$ cat src/rtl/noc_flit_injector.sv
// noc_flit_injector
// Injection stage in front of a NoC router input port. Flits arrive from a
// local source over valid/ready and wait in a small FIFO. A flit leaves the
// FIFO only while a downstream credit is held. The router returns each freed
// slot as a one-cycle credit pulse. Every output is a register or a decode of
// registered state, so credit_i and push_valid never reach an output
// combinationally.

module noc_flit_injector #(
  parameter int DATA_W     = 16,
  parameter int FIFO_DEPTH = 4,
  parameter int CREDITS    = 4,
  parameter int CNT_W      = $clog2(((FIFO_DEPTH > CREDITS) ? FIFO_DEPTH : CREDITS) + 1)
) (
  input  logic              clk,
  input  logic              rst,
  input  logic              push_valid,
  input  logic [DATA_W-1:0] push_data,
  output logic              push_ready,
  output logic              valid_o,
  output logic [DATA_W-1:0] data_o,
  input  logic              credit_i,
  output logic [CNT_W-1:0]  credit_cnt_o,
  output logic [CNT_W-1:0]  fifo_cnt_o,
  output logic              credit_err_o
);

  localparam int              PTR_W     = (FIFO_DEPTH > 1) ? $clog2(FIFO_DEPTH) : 1;
  localparam logic [CNT_W-1:0] DEPTH_C   = CNT_W'(FIFO_DEPTH);
  localparam logic [CNT_W-1:0] CREDITS_C = CNT_W'(CREDITS);
  localparam logic [CNT_W-1:0] ONE_C     = CNT_W'(1);
  localparam logic [CNT_W-1:0] ZERO_C    = {CNT_W{1'b0}};
  localparam logic [PTR_W-1:0] PTR_ONE_C = PTR_W'(1);

  // Storage and state
  logic [DATA_W-1:0] mem_r [FIFO_DEPTH];
  logic [PTR_W-1:0]  wr_ptr_r;
  logic [PTR_W-1:0]  rd_ptr_r;
  logic [CNT_W-1:0]  fifo_cnt_r;
  logic [CNT_W-1:0]  credit_cnt_r;
  logic              valid_r;
  logic [DATA_W-1:0] data_r;
  logic              err_r;

  // Next-state decode
  logic              push_ready_s;
  logic              push_fire_s;
  logic              send_s;
  logic [CNT_W-1:0]  fifo_cnt_nxt_s;
  logic [CNT_W-1:0]  credit_cnt_nxt_s;
  logic              err_set_s;

  // Handshake, send decision and counter updates, all from pre-edge registered state
  always_comb begin
    push_ready_s     = 1'b0;
    push_fire_s      = 1'b0;
    send_s           = 1'b0;
    fifo_cnt_nxt_s   = fifo_cnt_r;
    credit_cnt_nxt_s = credit_cnt_r;
    err_set_s        = 1'b0;

    // Registered count only: a pop this cycle frees its slot next cycle
    if (rst) begin
      push_ready_s = 1'b0;
    end else begin
      push_ready_s = (fifo_cnt_r < DEPTH_C);
    end

    push_fire_s = push_valid && push_ready_s;
    send_s      = (fifo_cnt_r != ZERO_C) && (credit_cnt_r != ZERO_C);

    case ({push_fire_s, send_s})
      2'b10:   fifo_cnt_nxt_s = fifo_cnt_r + ONE_C;
      2'b01:   fifo_cnt_nxt_s = fifo_cnt_r - ONE_C;
      default: fifo_cnt_nxt_s = fifo_cnt_r;
    endcase

    // A return with the counter already full is a router protocol error
    case ({credit_i, send_s})
      2'b10: begin
        if (credit_cnt_r == CREDITS_C) begin
          credit_cnt_nxt_s = credit_cnt_r;
          err_set_s        = 1'b1;
        end else begin
          credit_cnt_nxt_s = credit_cnt_r + ONE_C;
          err_set_s        = 1'b0;
        end
      end
      2'b01:   credit_cnt_nxt_s = credit_cnt_r - ONE_C;
      default: credit_cnt_nxt_s = credit_cnt_r;
    endcase
  end

  // Flit storage: the tail entry is written on an accepted push
  always_ff @(posedge clk or posedge rst) begin
    if (rst) begin
      for (int i = 0; i < FIFO_DEPTH; i++) begin
        mem_r[i] <= {DATA_W{1'b0}};
      end
    end else if (push_fire_s) begin
      mem_r[wr_ptr_r] <= push_data;
    end
  end

  // Pointers, occupancy, credit count and the sticky overflow flag
  always_ff @(posedge clk or posedge rst) begin
    if (rst) begin
      wr_ptr_r     <= {PTR_W{1'b0}};
      rd_ptr_r     <= {PTR_W{1'b0}};
      fifo_cnt_r   <= ZERO_C;
      credit_cnt_r <= CREDITS_C;
      err_r        <= 1'b0;
    end else begin
      if (push_fire_s) begin
        wr_ptr_r <= wr_ptr_r + PTR_ONE_C;
      end
      if (send_s) begin
        rd_ptr_r <= rd_ptr_r + PTR_ONE_C;
      end
      fifo_cnt_r   <= fifo_cnt_nxt_s;
      credit_cnt_r <= credit_cnt_nxt_s;
      err_r        <= err_r | err_set_s;
    end
  end

  // Router-facing register: valid for one cycle per send, data holds otherwise
  always_ff @(posedge clk or posedge rst) begin
    if (rst) begin
      valid_r <= 1'b0;
      data_r  <= {DATA_W{1'b0}};
    end else begin
      valid_r <= send_s;
      if (send_s) begin
        data_r <= mem_r[rd_ptr_r];
      end
    end
  end

  assign push_ready   = push_ready_s;
  assign valid_o      = valid_r;
  assign data_o       = data_r;
  assign credit_cnt_o = credit_cnt_r;
  assign fifo_cnt_o   = fifo_cnt_r;
  assign credit_err_o = err_r;

endmodule

$ cat config.mk
export PLATFORM = sky130hd
export DESIGN_NAME = noc_flit_injector
export DESIGN_NICKNAME = d
export VERILOG_FILES = /design/src/rtl/noc_flit_injector.sv
export SDC_FILE = /design/constraint.sdc
export NUM_CORES = 1
export LEC_CHECK = 0
export ABC_AREA = 1
export CORE_MARGIN = 3
export CORE_UTILIZATION = 59
export CTS_BUF_LIST = sky130_fd_sc_hd__clkbuf_4 sky130_fd_sc_hd__clkbuf_8
export DETAILED_ROUTE_END_ITERATION = 10
export GPL_TIMING_DRIVEN = 0
export PLACE_DENSITY = 0.82
export SLEW_MARGIN = 20
export SYNTH_ARGS = -nofsm -noshare
export SYNTH_HDL_FRONTEND = slang
export SYNTH_SLANG_ARGS = --single-unit
$ cat constraint.sdc
create_clock -name clk -period 3.5 [get_ports clk]
set_input_delay 0.875 -clock clk [delete_from_list [all_inputs] [get_ports clk]]
set_output_delay 0.875 -clock clk [all_outputs]
set_load 0.01 [all_outputs]
Word-level counts from Yosys, hierarchy flattened
Index checks and enable logic that the tools add are counted.

Register bits after elaboration: 92. Bits of input ports: 20. Logic and storage cells: 50.

Multiplexer cells: 12. Add/sub/neg operators: 6. Bitwise logic cells: 3. Equal/unequal tests: 6. Reduce and logical (&&, ||, !) cells: 8. Magnitude comparators: 4.

Operator list (number): bitwise mux 64 bit (1); 2-to-1 mux 16 bit (3); binary-select mux 16 bit (select 2 bit) (1); demux 16 bit (select 2 bit) (1); one-hot mux 3 bit (2 select lines) (2); adder 3 x 1 -> 3 bit, second input constant (2); >= comparator 3 bit, second input constant (2); inverter 2 -> 3 bit (2); nonzero test 3 bit (2); subtractor 3 x 1 -> 3 bit, second input constant (2); adder 2 x 1 -> 2 bit, second input constant (2); == test 2 x 1 -> 1 bit, second input constant (2); == test 2 bit, second input constant (2); nonzero test 2 bit (2); == test 3 bit, second input constant (1); logical AND 1 bit (3); less-than comparator 3 x 1 -> 1 bit, second input constant (1); less-than comparator 3 bit, second input constant (1); 2-to-1 mux 1 bit (3); 2-to-1 mux 3 bit (1); inequality test 2 bit, second input constant (1); AND reduction 2 bit (1); OR 1 bit (1).

Logic depth before layout (Yosys ltp)
Depth in word-level cells: 6. Gate-level depth with buffers: 10. Mapped depth without buffers: 9.

Worst setup path after synthesis
No wires, ideal clock.

Path kind: in2reg. From: in rst. To: reg fifo_cnt_r[2], in the netlist fifo_cnt_o[2]. Setup slack: 1.317 ns. Cell stages on the path: 7. Data required time: 3.369 ns. Data arrival time: 2.052 ns. Path buffers: 0. Setup time: 0.131 ns. Cell sequence: nor2_4 nand2_4 ha_1 fa_1 a21oi_1 o21ai_0 xor2_1.

Longest elaborated chain between the ends: 4.

RTL lines: from (decl) (RTL line 16) `input logic rst,`; 2-to-1 mux 1 bit (*) (RTL line 63) `if (rst) begin`; logical AND 1 bit (*) (RTL line 69) `push_fire_s = push_valid && push_ready_s;`; == test 2 x 1 -> 1 bit / == test 2 bit (equally long branches) (RTL line 72) `case ({push_fire_s, send_s})`; one-hot mux 3 bit (2 select lines) / nonzero test 2 bit (equally long branches); to (signal assigned) (RTL line 120) `fifo_cnt_r <= fifo_cnt_nxt_s;`; to (decl) (RTL line 39) `logic [CNT_W-1:0] fifo_cnt_r;`.

Mark *: on every way between the ends. The rest lies on a longest branch, timed or not. A chain may end at the register's enable or synchronous reset.

Worst setup path in the final report
From: in rst. To: out push_ready.

Longest elaborated chain between the ends: 1.

RTL lines: 2-to-1 mux 1 bit (RTL line 63); to (decl) (RTL line 19) `output logic push_ready,`.

Every way passes these cells.

==> impl_metrics.json <==
{
  "status": "complete, no violations",
  "grt_pass1_wl_um": 16800,
  "area_growth_pct": 18.3,
  "hold_start": "mem_r[38]$_DFFE_PP0P_",
  "power_density_nw_per_um2": 970,
  "end_kind": "primary output",
  "r2r_end": "fifo_cnt_o[2]$_DFFE_PP0P_",
  "r2r_cells": 10,
  "startpoint": "rst",
  "drive_above_1_share_pct": 22.3,
  "cts-root-buf": "clkbuf_8",
  "hold_buffers": 0,
  "fillers": 509,
  "cp_max_fo": 2,
  "place_hpwl_um": 6640,
  "grt_use_met1_pct": 34.9,
  "hold_viol": 0,
  "final_net_count": 534,
  "clk_pin_slew_ns": 0.09,
  "htree_levels": 3,
  "synth-edff-count": 0,
  "p_sw_share_pct": 40.0,
  "via_per_inst": 5.54,
  "drc": 0,
  "hold_depth": 2,
  "worst_slew_pin_slew_ns": 0.540,
  "clockBufferDepth": 2,
  "seq_area_um2": 2300,
  "synth.net_count": 478,
  "p_int_uw": 3000,
  "rsz0062_at_grt": "false",
  "cp-start-kind": "primary input",
  "timing.fmax_ghz": 0.337,
  "syn_inst": 451,
  "gp_congestion": 0.797,
  "irDropWorstVdd_mv": 0.414,
  "ys_seq_elements": 92,
  "synth_area_um2": 4350,
  "ant_nets": 0,
  "synth_top_area_share_pct": 52.3,
  "async_flop_share_pct": 100,
  "diodes": 0,
  "numCtsBuffers": 9,
  "grt_usage_pct": 26.0,
  "yosysTopAreaCell": "dfrtp_1",
  "stdcell_area_um2": 5150,
  "period_share_pct": 84.9,
  "layout_setup_ws_ns": 0.529,
  "worstSetupPathType": "primary input to primary output",
  "rows": 30,
  "yosysMostFrequentCell": "dfrtp_1",
  "clkPwrFrac_pct": 14.9,
  "yosysSeqAreaShare_pct": 52.9,
  "cts_setup_buffers": 0,
  "p_leak_uw": 0.00245,
  "routed_wl_um": 10100,
  "clock_sinks": 92,
  "max_cap_violations": 0,
  "finalPower_uw": 4990,
  "cts_tree": "yes",
  "grt_pass1_vias": 3349,
  "synth_cell_types": 30,
  "core_um2": 6980,
  "final_cells": 608,
  "die_y_um": 91.9,
  "ys.flop_type": "dfrtp_1",
  "ctsResizeCount": 0,
  "use_met3_pct": 4.59,
  "io_buffers": 44,
  "first_iter_violations": 227,
  "post-place-ws_ns": 0.529,
  "io_pins": 45,
  "seqPwrFrac_pct": 37.7,
  "period_needed_ns": 2.97,
  "yosysWarnings": 0,
  "placed_cells": 592,
  "relSlewSlack_pct": 64.0,
  "p_comb_share_pct": 47.4,
  "dieArea_um2": 8450,
  "required_ns": 2.62,
  "hold_class": "flip-flop to flip-flop",
  "worstReg2RegStart": "fifo_cnt_o[0]$_DFFE_PP0P_",
  "grtUsageMet2_pct": 42.4,
  "busiest_layer": "met2",
  "skew_ns": 0.0115,
  "vias": 3368,
  "synth_common_cells": "91 x dfrtp_1, 84 x nor2_1, 74 x nand2_1",
  "grt_max_degree": 52,
  "multiInputGateArea_um2": 1690,
  "setup_viol": 0,
  "post_dp_cell_area_um2": 4940,
  "antenna_found_initial": 0,
  "wl_per_cell_um": 16.7,
  "avgSynthCellArea_um2": 9.65,
  "dieWidth_um": 91.9,
  "start_util_pct": 62.4,
  "utilization_pct": 73.8,
  "synthTopCellsByArea": "dfrtp_1 52%, o21ai_2 11%, nor2_1 7.2%",
  "power_switching_uw": 2000,
  "first_pass_iters": 5,
  "r2r_setup_slack_ns": 1.33,
  "worstPathArrival_ns": 2.10,
  "slew_viol_final": 0,
  "gr-total-overflow": 0,
  "worstSkewPairLatency_ns": 0.36,
  "min_to": "mem_r[38]$_DFFE_PP0P_"
}
## per-stage QoR
stage,hold slack (ns),setup TNS (ns)
after floorplan,0.450,0
after CTS,0.485,0
after global placement,0.458,-104.88
final,0.484,0
after global routing,0.502,0
after detailed placement,0.464,0
## worst max-delay path, cell delays in order
cell,delay (ns)
clkdlybuf4s50_1,0.51
nor2_4,0.16
clkdlybuf4s50_1,0.55
## cell type report
cell class,instances,share of cell area (%)
multi-input cells,304,32.8
plain buffers,25,4.54
clock inverters,5,1.17
repair buffers,45,9.09
well taps,96,2.33
clock buffers,11,2.82
inverters,30,2.48
flip-flops and latches,92,44.7
## kinds of logic (layout without fill, tap and decap cells)
family,after synthesis,after routing,synth area share [%]
muxes,1,1,0.259
xor gates and xnor gates,4,4,0.805
DFF,92,92,52.9
buffers and inverters,55,116,8.25
and+or+nand+nor,175,175,16.7
AOI/OAI and AO/OA,117,117,18.7
adders and majority gates,7,7,2.36
## registers in the layout, summed over array words and instances (netlist names)
register      flops
mem_r            64
credit_cnt_o      3
fifo_cnt_o        3
wr_ptr_r          2
rd_ptr_r          2
credit_err_o      1
data_o           16
valid_o           1
## power groups by stage
stage,sequential [uW],combinational (uW),clock (uW)
6_report,1880,2370,744
5_1_grt,1940,2640,795
4_1_cts,1880,2380,747
3_5_place_dp,1890,2360,0
3_3_place_gp,1860,2270,0
2_1_floorplan,1900,1570,0
## worst max-delay path by stage
stage                                              to  cells past startpoint
after CTS                                  push_ready                      3
after floorplan           credit_cnt_o[0]$_DFFE_PP0P_                      1
after detailed placement                   push_ready                      3
final                                      push_ready                      3
after global placement          mem_r[20]$_DFFE_PP0P_                      2
after global routing                       push_ready                      3
## metal layers
layer / vias up / wire length, um
met5: - / 0
met4: 0 / 209
met3: 17 / 658
met2: 123 / 5000
met1: 1643 / 4260
li1: 1585 / -
## layout by cell type, fill, tap and decap left out, types with 4 or more instances in the layout
cell type / count
nand2_4: 6
ha_1: 5
o21ai_1: 9
nand2_1: 74
clkdlybuf4s50_1: 44
nand3_1: 5
buf_4: 4
inv_1: 24
clkbuf_8: 10
o21ai_2: 55
dfrtp_1: 91
a31oi_1: 16
nor2_1: 84
o21ai_0: 35
buf_6: 16
(Power assumes the default switching activity.)
